[src/rtl/imem_fetch_unit.sv]
// Sequential instruction fetch from a 1-cycle-latency memory into a small FIFO.
// Optional retired-fetch counter port enabled by IMEM_FETCH_COUNT_EN.
module imem_fetch_unit #(
    parameter int ADDR_W     = 6,
    parameter int DATA_W     = 16,
    parameter int FIFO_DEPTH = 2,
    parameter int RESET_PC   = 0
) (
    input  logic              clk0,
    input  logic              rstb0,
    output logic              csb0,
    output logic              web0,
    output logic [ADDR_W-1:0] addr0,
    output logic [DATA_W-1:0] din0,
    input  logic [DATA_W-1:0] dout0,
    input  logic              redirect_valid,
    input  logic [ADDR_W-1:0] redirect_pc,
    output logic              inst_valid,
    input  logic              inst_ready,
    output logic [DATA_W-1:0] inst_data,
    output logic [ADDR_W-1:0] inst_pc
`ifdef IMEM_FETCH_COUNT_EN
    ,
    output logic [15:0]       fetch_count
`endif
);

    localparam int PW = (FIFO_DEPTH > 2) ? 2 : 1;
    localparam int OW = PW + 2;

    logic [ADDR_W-1:0] fetch_pc;
    logic [ADDR_W-1:0] tag;
    logic [ADDR_W-1:0] addr_q;
    logic              inflight;
    logic              stale;
    logic [PW:0]       count;
    logic [PW-1:0]     rd_ptr;
    logic [PW-1:0]     wr_ptr;

    logic [DATA_W-1:0] data_mem [FIFO_DEPTH];
    logic [ADDR_W-1:0] pc_mem   [FIFO_DEPTH];

    logic              pop;
    logic              push;
    logic              issue;
    logic [OW-1:0]     occ;
    logic [PW:0]       count_nxt;
    logic [PW-1:0]     rd_nxt;
    logic [PW-1:0]     wr_nxt;
    logic [DATA_W-1:0] head_data_nxt;
    logic [ADDR_W-1:0] head_pc_nxt;

    assign web0 = 1'b1;
    assign din0 = '0;

    assign inst_valid = (count != '0) && !redirect_valid;
    assign pop        = inst_valid && inst_ready;
    // A redirect in the response cycle drops the word along with the flush.
    assign push       = inflight && !stale && !redirect_valid;

    assign occ   = OW'(count) - OW'(pop) + OW'(inflight);
    assign issue = rstb0 && !redirect_valid && (occ < OW'(FIFO_DEPTH));

    assign csb0  = !issue;
    assign addr0 = issue ? fetch_pc : addr_q;

    always_comb begin
        rd_nxt        = rd_ptr + PW'(pop);
        wr_nxt        = wr_ptr + PW'(push);
        count_nxt     = count + (PW+1)'(push) - (PW+1)'(pop);
        head_data_nxt = data_mem[rd_nxt];
        head_pc_nxt   = pc_mem[rd_nxt];
        // Word being written lands straight at the head when the FIFO drains.
        if (push && (wr_ptr == rd_nxt)) begin
            head_data_nxt = dout0;
            head_pc_nxt   = tag;
        end
    end

    always_ff @(posedge clk0) begin
        if (push) begin
            data_mem[wr_ptr] <= dout0;
            pc_mem[wr_ptr]   <= tag;
        end
    end

    always_ff @(posedge clk0 or negedge rstb0) begin
        if (!rstb0) begin
            fetch_pc  <= ADDR_W'(RESET_PC);
            addr_q    <= '0;
            tag       <= '0;
            inflight  <= 1'b0;
            stale     <= 1'b0;
            count     <= '0;
            rd_ptr    <= '0;
            wr_ptr    <= '0;
            inst_data <= '0;
            inst_pc   <= '0;
        end else begin
            inflight <= issue;
            stale    <= redirect_valid && inflight;
            if (issue) begin
                addr_q   <= fetch_pc;
                tag      <= fetch_pc;
                fetch_pc <= fetch_pc + 1'b1;
            end
            if (redirect_valid) begin
                fetch_pc <= redirect_pc;
                count    <= '0;
                rd_ptr   <= '0;
                wr_ptr   <= '0;
            end else begin
                count  <= count_nxt;
                rd_ptr <= rd_nxt;
                wr_ptr <= wr_nxt;
                if (count_nxt != '0) begin
                    inst_data <= head_data_nxt;
                    inst_pc   <= head_pc_nxt;
                end
            end
        end
    end

`ifdef IMEM_FETCH_COUNT_EN
    always_ff @(posedge clk0 or negedge rstb0) begin
        if (!rstb0) begin
            fetch_count <= '0;
        end else if (pop) begin
            fetch_count <= fetch_count + 16'd1;
        end
    end
`endif

endmodule
[config.mk]
export PLATFORM = sky130hd
export DESIGN_NAME = imem_fetch_unit
export DESIGN_NICKNAME = d
export VERILOG_FILES = /design/src/rtl/imem_fetch_unit.sv
export SDC_FILE = /design/constraint.sdc
export NUM_CORES = 1
export LEC_CHECK = 0
export CAP_MARGIN = 20
export CORE_MARGIN = 4
export CORE_UTILIZATION = 53
export DETAILED_ROUTE_END_ITERATION = 8
export PLACE_DENSITY = 0.9
export SLEW_MARGIN = 15
export SYNTH_ARGS = -nofsm -noshare
export SYNTH_HDL_FRONTEND = slang
export SYNTH_SLANG_ARGS = --single-unit
[constraint.sdc]
create_clock -name clk0 -period 3.5 [get_ports clk0]
set_input_delay 0.35 -clock clk0 [delete_from_list [all_inputs] [get_ports clk0]]
set_output_delay 0.35 -clock clk0 [all_outputs]
set_load 0.01 [all_outputs]
**Word level (Yosys, flattened, before mapping)**

Memories as Yosys holds them, arrays and structs flattened. A register that Yosys moved wholly into a read port is not among the register bits.
Cells that the tools add are included.

- Flip-flop bits (word level): 24
- Latch bits: 0
- Memory bits (writable): 44
- Memory bits (read-only): 0
- Input port bits: 26
- Output and inout port bits: 47
- Word-level logic and storage cells: 43
- Memories: 2

Memory list:

| memory | words | bits a word | read ports | clocked after Yosys merged registers in | wr ports | line | RTL |
|---|---|---|---|---|---|---|---|
| data_mem | 2 | 16 | 1 | 1 | 1 | 40 | `logic [DATA_W-1:0] data_mem [FIFO_DEPTH];` |
| pc_mem | 2 | 6 | 1 | 1 | 1 | 41 | `logic [ADDR_W-1:0] pc_mem [FIFO_DEPTH];` |

- Add/sub/neg operators: 7
- Multipliers: 0
- Div/mod/pow operators: 0
- Magnitude comparators: 1
- Equality and inequality tests: 0
- Shifts and indexed selects: 0
- Mux-type cells: 8
- Bitwise gates (word level): 1
- Reduce and logical (&&, ||, !) cells: 16

Operators by type and width:

| cell | count |
|---|---|
| $mux W6 | 3 |
| $logic_and A1 B1 Y1 | 7 |
| $add A6 B1 Y6 const B | 1 |
| $reduce_bool A2 Y1 | 3 |
| $logic_not A1 Y1 | 5 |
| $mux W1 | 4 |
| $add A3 B1 Y3 | 1 |
| $lt A3 B2 Y1 const B | 1 |
| $sub A2 B1 Y3 | 1 |
| $add A1 B1 Y1 | 2 |
| $add A2 B1 Y2 | 1 |
| $mux W2 | 1 |
| $reduce_and A2 Y1 | 1 |
| $sub A2 B1 Y2 | 1 |
| $not A1 Y1 | 1 |

**Depth between registers and ports, before layout**

Gate-level depths: netlist of run 1.

- Depth in word-level cells: 9
- Depth in mapped cells: 13
- Gate-level depth less buffers: 11

**Worst setup path before layout of run 1**

No wires, ideal clock.

- Kind: register to output
- Start: reg count[1]
- End: out addr0[0]
- Arrival: 2.729 ns
- Path slack: 0.421 ns
- Cell stages (with the launch flop): 13
- Cells stage by stage: dfrtp_1 o21ba_4 and2_4 ha_1 nand2b_1 fa_1 xor2_1 or3_1 buf_2 inv_1 buf_2 nand2_1 nand2_1

- Word-level cells in the longest chain between the ends: 8

RTL lines:

| item | line | RTL |
|---|---|---|
| start, declared | 36 | `logic [PW:0] count;` |
| start signal, assigned | 113 | `count <= count_nxt;` |
| $reduce_bool A2 Y1 | 56 | `assign inst_valid = (count != '0) && !redirect_valid;` |
| $logic_and A1 B1 Y1 | 56 |  |
| named net inst_valid | 18 | `output logic inst_valid,` |
| $logic_and A1 B1 Y1 | 57 | `assign pop = inst_valid && inst_ready;` |
| $sub A2 B1 Y3 | 61 | `assign occ = OW'(count) - OW'(pop) + OW'(inflight);` |
| $add A3 B1 Y3 | 61 |  |
| $lt A3 B2 Y1 | 62 | `assign issue = rstb0 && !redirect_valid && (occ < OW'(FIFO_DEPTH));` |
| $logic_and A1 B1 Y1 | 62 |  |
| named net issue | 45 | `logic issue;` |
| $mux W6 | n/a |  |
| end, declared | 13 | `output logic [ADDR_W-1:0] addr0,` |

The timed path passes the listed nets, and every way through them passes these cells.

**Worst setup path in the final report of run 1**

- Start: in redirect_valid
- End: out csb0

- Word-level cells in the longest chain between the ends: 8
- Elaborated cells between the ends (all ways): 9
- Those cells by class: add/sub: 2; order compare: 1; reduce/logical: 6

RTL lines:

| item | line | RTL |
|---|---|---|
| start, declared | 16 | `input logic redirect_valid,` |
| $logic_not A1 Y1 (*) | 56, 62 |  |
| $logic_and A1 B1 Y1 | 56 |  |
| $logic_and A1 B1 Y1 | 57 |  |
| $sub A2 B1 Y3 | 61 |  |
| $add A3 B1 Y3 | 61 |  |
| $lt A3 B2 Y1 | 62 |  |
| $logic_and A1 B1 Y1 (*) | 62 |  |
| $logic_not A1 Y1 (*) | 64 | `assign csb0 = !issue;` |
| end, declared | 11 | `output logic csb0,` |

Every way passes the cells marked *; elsewhere a longest branch is shown, timed or not.

==> impl_metrics.env, run 1 <==
export IMPL_outcome="finished, final reports clean"
export IMPL_via_per_inst=5.12
export IMPL_hold_ws_ns=0.134
export IMPL_start_util=0.544
export IMPL_vias=2693
export IMPL_overflow=0
export IMPL_ys_seq_area_frac=0.589
export IMPL_switching_share=0.318
export IMPL_fp_dieW_um=97.0
export IMPL_gp_congestion=0.788
export IMPL_postPlaceCellArea_mm2=0.00484
export IMPL_setup_violations=0
export IMPL_multi_input_area_mm2=0.00152
export IMPL_synth_edf_count=44
export IMPL_grt_pass1_vias=2873
export IMPL_core_area_mm2=0.00773
export IMPL_synth_area_mm2=0.00420
export IMPL_p_switching_mw=1.02
export IMPL_h_tree_depth=3
export IMPL_syn_inst=351
export IMPL_tightestPinTransition_ns=1.04
export IMPL_hold_violations=0
export IMPL_rows=32
export IMPL_min_period_ns=3.42
export IMPL_final_instance_count_excl_fill=526
export IMPL_fp_dieH_um=97.0
export IMPL_r2r_slack_ns=0.48
export IMPL_hold_path_class="in -> async"
export IMPL_syn_to_final_growth_pct=19.4
export IMPL_drtAntennaViolNets=0
export IMPL_reg2regPathDepth=11
export IMPL_power_frac_comb=0.336
export IMPL_fin_setup_tns_ns=0
export IMPL_cp_start_kind="input port"
export IMPL_dp_slack_ns=-0.366
export IMPL_drt_wl_total_mm=8.08
export IMPL_cap_violations=0
export IMPL_path_clk_slew_ns=0.09
export IMPL_drt_iter0_drc=104
export IMPL_slew_viol_final=0
export IMPL_boundaryPins=73
export IMPL_fin_skew_ns=0.00721
export IMPL_antennaDiodeCount=0
export IMPL_cp_max_fo=16
export IMPL_postLayoutCellArea_mm2=0.00501
export IMPL_grt_total_usage=0.176
export IMPL_antenna_found_initial=0
export IMPL_netlist_area_leader_share=0.315
export IMPL_num_fill_cells=588
export IMPL_vdd_drop_max_mv=0.331
export IMPL_ys_top_cells_by_area="edfxtp_1, dfrtp_1, mux2_4"
export IMPL_syn_avg_cell_area_um2=12.0
export IMPL_seq_area_mm2=0.00247
export IMPL_numCtsBuffers=9
export IMPL_root_buffer="clkbuf_8"
export IMPL_synth_main_ff_cell="dfrtp_1"
export IMPL_max_clock_freq_ghz=0.292
export IMPL_yosysUniqueCellTypes=36
export IMPL_clkSinkCount=90
export IMPL_synth_top_area_cell="edfxtp_1"
export IMPL_clockBufferDepth=2
export IMPL_drive_gt1_frac=0.226
export IMPL_final_period_utilization=0.978
export IMPL_final_util=0.649
export IMPL_p_total_mw=3.19
export IMPL_rsz0062_at_grt="false"
export IMPL_path_class="in -> out"
export IMPL_end_kind="primary output"
export IMPL_dp_cells=508
export IMPL_grt_pass1_wl_mm=13.2
export IMPL_p_seq_frac=0.468
export IMPL_dr_pass1_iters=4
export IMPL_critPathArrivalTime_ns=3.07
export IMPL_fin_ws_ns=0.0759
export IMPL_postSynth_asyncResetShare=0.511
export IMPL_grt_max_degree=47
export IMPL_internal_power_mw=2.18
export IMPL_p_per_area_mw_per_mm2=637
export IMPL_dp_hpwl_mm=5.35
export IMPL_synth_warnings=0
export IMPL_ys_seq_elements=90
export IMPL_wl_per_cell_um=15.4
export IMPL_maxSlewHeadroom=0.308
export IMPL_pwr_share_clk=0.196
export IMPL_drc=0
export IMPL_insertion_delay_ns=0.35
export IMPL_die_area_mm2=0.00941
export IMPL_leakagePower_nw=2.21
export IMPL_critPathRequiredTime_ns=3.15
export IMPL_fin_nets=452
export IMPL_cts_tree="built"
export IMPL_io_buffers=55
final timing paths:
| check | start | end |
|---|---|---|
| hold / removal | rstb0 | rd_ptr |
| setup / recovery | redirect_valid | csb0 |
| setup reg to reg | count[1] | inst_data[13] |
| hold reg to reg | addr_q[0] | addr_q[0] |
| max in group asynchronous | rstb0 | inst_pc[2] |
| min in group clk0 | addr_q[0] | addr_q[0] |
cell usage in the layout (no fill, tap or decap), types with 3 or more instances in the layout:
cell / count
buf_4: 20
clkbuf_2: 6
clkbuf_8: 9
clkdlybuf4s50_1: 47
clkinvlp_4: 3
conb_1: 17
dfrtp_1: 46
edfxtp_1: 44
ha_1: 6
inv_1: 8
mux2_2: 3
mux2_4: 19
nand2_1: 60
nor2_1: 73
o21ai_0: 3
o311ai_0: 5
o31ai_2: 20
xor2_1: 3
registers in the layout (all words and copies together) (netlist names), 2 cells and up:
register   count
fetch_pc       6
pc_mem        12
inst_pc        6
tag            6
addr_q         6
inst_data     16
count          2
data_mem      32
kinds of logic after synthesis:
family	count (synthesis)	share of synthesized area
and+or+nand+nor	144	0.139
DFF	90	0.589
buffers and inverters	44	0.0661
AOI/OAI and AO/OA	36	0.0891
muxes	22	0.0760
adders and majority gates	7	0.0226
xor gates and xnor gates	6	0.0170
other	2	0.00179
Yosys cell counts, types with 2 or more instances:
library cell and number:
buf_6 5, xor2_1 3, dfrtp_1 46, nand3_1 2
and3_1 2, conb_1 2, o21ai_0 4, ha_1 6
mux2_2 3, inv_1 9, mux2_4 19, edfxtp_1 44
xnor2_1 2, buf_1 3, o31ai_2 20, clkbuf_1 5
buf_4 19, o31ai_1 2, nor2_1 73, o311ai_0 5
nand2_1 60, buf_2 2, nor2_4 2
routing by layer:
layer,share of wire,up-vias,GRT usage
li1,-,1288,-
met1,0.41,1334,0.201
met2,0.53,62,0.320
met3,0.044,9,0.0267
met4,0.018,0,0.0842
met5,0,-,0
power groups by stage:
stage	registers, mW	logic, mW	clock network [mW]
after floorplan	1.55	0.584	0
after global placement	1.51	1.06	0
after detailed placement	1.52	1.09	0
after CTS	1.50	1.09	0.640
after global routing	1.52	1.16	0.692
final	1.50	1.07	0.626
repair_timing:
action | CTS | global route
resized for setup | 14 | 12
pin swaps | 1 | 1
endpoints found under the setup margin | 7 | 6
gates cloned | 1 | 0
hold buffers | 0 | 0
endpoints found under the hold margin | 0 | 0
setup buffers | 0 | 1
critical path, stage by stage:
cell	delay (ns)
clkdlybuf4s50_1	0.47
o21ba_4	0.16
and2_4	0.16
ha_1	0.28
nand2b_1	0.16
fa_1	0.50
nand2_1	0.09
or3_4	0.45
buf_12	0.17
dlygate4sd2_1	0.28
layout make-up:
| type | instances | share of cell area |
|---|---|---|
| Clock buffer | 10 | 0.0254 |
| Clock inverter | 6 | 0.00848 |
| Inverter | 9 | 0.00724 |
| Multi-Input combinational cell | 232 | 0.302 |
| Sequential cell | 90 | 0.493 |
| Tap cell | 102 | 0.0254 |
| Timing Repair Buffer | 76 | 0.136 |
| Timing Repair inverter | 1 | 0.00150 |
Power figures use the tool's default switching activity.
==> run 2, diff against run 1 <==
- CTS_CLUSTER_SIZE: default -> 10
==> results of run 2 <==
Same layout as run 1: the final DEF is identical, and so are final timing and power.
==> run 3, diff against run 2 <==
- ABC_AREA: default -> 1
==> run 3 against run 2 <==
  * Utilization is 2.2 points higher
  * Clock-buffer cell count is 2 higher
  * Final cell count is 14% higher
  * Area after synthesis is 2.0% lower
  * Final area is 0.87% lower
  * Fmax is 3.2% higher
  * Synthesized cell count is 23% higher
  * Clock power is 20% higher
  * Non-clock buffer count is 5 lower
  * First-iteration DRC count is 110% higher
  * Combinational power is 6% lower
  * Hold slack worse by 0.043 ns
==> impl_metrics.env, run 3 <==
export IMPL_setup_violations=0
export IMPL_ctsHoldBuffers=0
export IMPL_pwr_share_clk=0.231
export IMPL_core_area_mm2=0.00741
export IMPL_grt_max_degree=47
export IMPL_antenna_found_initial=0
export IMPL_fin_setup_tns_ns=0
export IMPL_switching_share=0.321
export IMPL_drt_iter0_drc=218
export IMPL_critPathArrivalTime_ns=2.97
export IMPL_wl_per_cell_um=14.4
export IMPL_yosysUniqueCellTypes=31
export IMPL_synth_top_area_cell="edfxtp_1"
export IMPL_r2r_slack_ns=0.42
export IMPL_clkSinkCount=90
export IMPL_ys_top_cells_by_area="edfxtp_1, dfrtp_1, nand2_1"
export IMPL_antennaDiodeCount=0
export IMPL_ys_seq_area_frac=0.600
export IMPL_cp_start_kind="register"
export IMPL_end_kind="primary output"
export IMPL_leakagePower_nw=2.41
export IMPL_reg2regPathDepth=13
export IMPL_drc=0
export IMPL_critPathRequiredTime_ns=3.15
export IMPL_p_per_area_mw_per_mm2=657
export IMPL_largest_register="data_mem"
export IMPL_power_frac_comb=0.311
export IMPL_ys_seq_elements=90
export IMPL_drt_wl_total_mm=8.62
export IMPL_tightestPinTransition_ns=1.12
export IMPL_synth_main_ff_cell="dfrtp_1"
export IMPL_mostFrequentLayoutCell="nand2_1"
export IMPL_root_buffer="clkbuf_8"
export IMPL_hold_path_class="in -> async"
export IMPL_numCtsBuffers=9
export IMPL_vias=3036
export IMPL_netlist_area_leader_share=0.321
export IMPL_cp_max_fo=12
export IMPL_fp_dieW_um=96.1
export IMPL_die_area_mm2=0.00924
export IMPL_dr_pass1_iters=5
export IMPL_h_tree_depth=3
export IMPL_via_per_inst=5.06
export IMPL_synthTopCellsByCount="nand2_1, inv_1, nand3_1, dfrtp_1, edfxtp_1"
export IMPL_outcome="finished, final reports clean"
export IMPL_grt_pass1_wl_mm=14.2
export IMPL_hold_violations=0
export IMPL_min_period_ns=3.32
export IMPL_syn_inst=432
export IMPL_syn_to_final_growth_pct=20.7
export IMPL_drtAntennaViolNets=0
export IMPL_synth_warnings=0
export IMPL_cts_tree="built"
export IMPL_p_switching_mw=1.05
export IMPL_path_class="reg -> out"
export IMPL_postSynth_asyncResetShare=0.511
export IMPL_vdd_drop_max_mv=0.332
export IMPL_slew_viol_final=0
export IMPL_grt_pass1_vias=3027
export IMPL_p_total_mw=3.26
export IMPL_drive_gt1_frac=0.102
export IMPL_most_common_layout_cells="nand2_1, inv_1, nand3_1, clkdlybuf4s50_1, dfrtp_1"
export IMPL_hold_ws_ns=0.0916
export IMPL_dp_hpwl_mm=5.57
export IMPL_boundaryPins=73
export IMPL_largest_reg_flops=32
export IMPL_fp_dieH_um=96.1
export IMPL_start_util=0.556
export IMPL_fin_skew_ns=0.00721
export IMPL_io_buffers=55
export IMPL_grt_total_usage=0.203
export IMPL_max_clock_freq_ghz=0.301
export IMPL_synth_most_common_cell="nand2_1"
export IMPL_overflow=0
export IMPL_cap_violations=0
export IMPL_gp_congestion=0.861
export IMPL_final_period_utilization=0.948
export IMPL_rr_startpoint="count[1]"
export IMPL_fin_nets=529
export IMPL_rr_endpoint="inst_data[11]"
export IMPL_top_regs="data_mem x32, inst_data x16, pc_mem x12"
export IMPL_insertion_delay_ns=0.36
export IMPL_path_clk_slew_ns=0.09
export IMPL_clockBufferDepth=2
export IMPL_synth_area_mm2=0.00412
export IMPL_syn_avg_cell_area_um2=9.53
export IMPL_rsz0062_at_grt="false"
export IMPL_internal_power_mw=2.21
export IMPL_rows=31
export IMPL_synth_edf_count=44
export IMPL_maxSlewHeadroom=0.252
export IMPL_p_seq_frac=0.458
run 3: cell types whose count changed in the layout (fill, tap and decap cells not counted), sizes merged, moves of 4 or more:
cell	change
nor2	-69
nand2	+67
inv	+55
nand3	+52
o21ai	+25
mux2	-22
o31ai	-22
buf	-5
dlygate4sd2	+5
o311ai	-5
clkbuf	-4
run 3: power groups by stage:
stage / clock network (mW) / logic, mW / registers (mW)
global route: 0.813 / 1.13 / 1.52
floorplan: 0 / 0.501 / 1.55
finish: 0.752 / 1.01 / 1.50
detailed placement: 0 / 1.02 / 1.51
global placement: 0 / 0.995 / 1.51
CTS: 0.757 / 1.02 / 1.49
run 3: stage by stage:
stage	utilization	instance area [um2]	worst slack, ns	cells
5_1_grt	0.671	4970	0.00445	600
3_5_place_dp	0.638	4720	-0.124	580
4_1_cts	0.670	4970	0.0644	600
6_report	0.671	4970	0.181	600
2_1_floorplan	-	4170	0.714	447
3_3_place_gp	0.638	4720	-0.0503	580
run 3: what timing repair did:
action / CTS / global route
buffers inserted: 3 / 0
gates resized for setup: 10 / 3
endpoints found under the setup margin: 6 / 6
gates cloned: 1 / 0
run 3: worst max-delay path by stage:
stage	from	endpoint	slack (ns)	depth (start not counted)
final	count[1]	addr0[0]	0.18	14
after global routing	count[0]	addr0[3]	0.004	14
after CTS	count[0]	csb0	0.06	12
after detailed placement	redirect_valid	addr0[0]	-0.12	14
after floorplan	count[1]	addr0[0]	0.71	13
after global placement	redirect_valid	addr0[5]	-0.05	14
run 3: critical path: stages (launching register included):
cell           delay [ns]
dfrtp_2              0.42
inv_2                0.07
nand2_2              0.08
nand3_2              0.08
inv_1                0.06
ha_1                 0.25
or2_2                0.30
fa_1                 0.38
xor2_1               0.17
nor2_1               0.11
nand2_2              0.11
buf_6                0.16
nand2_1              0.06
nand2_1              0.07
dlygate4sd2_1        0.29
run 3: cell families after synthesis:
kind of cell	count (synthesis)	share of synthesized area
and+or+nand+nor	193	0.204
buffers and inverters	100	0.113
DFF	90	0.600
AOI/OAI and AO/OA	35	0.0474
adders and majority gates	7	0.0231
xor gates and xnor gates	5	0.0106
other	2	0.00182
run 3: metal layers:
metal	GRT usage	up-vias	part of all wire	wire (um)
li1	-	1479	-	-
met1	0.252	1419	0.42	3620
met2	0.343	121	0.49	4260
met3	0.0453	17	0.067	581
met4	0.0806	0	0.018	153
met5	0	-	0	0
run 3: area by class of cell:
type	instances	area, um2
timing repair buffer	71	664
clock inverter	4	48.8
tap	99	124
sequential	90	2470
timing repair inverter	1	7.51
inverter	66	248
fill	555	2440
clock buffer	12	165
multi-input combinational	257	1240
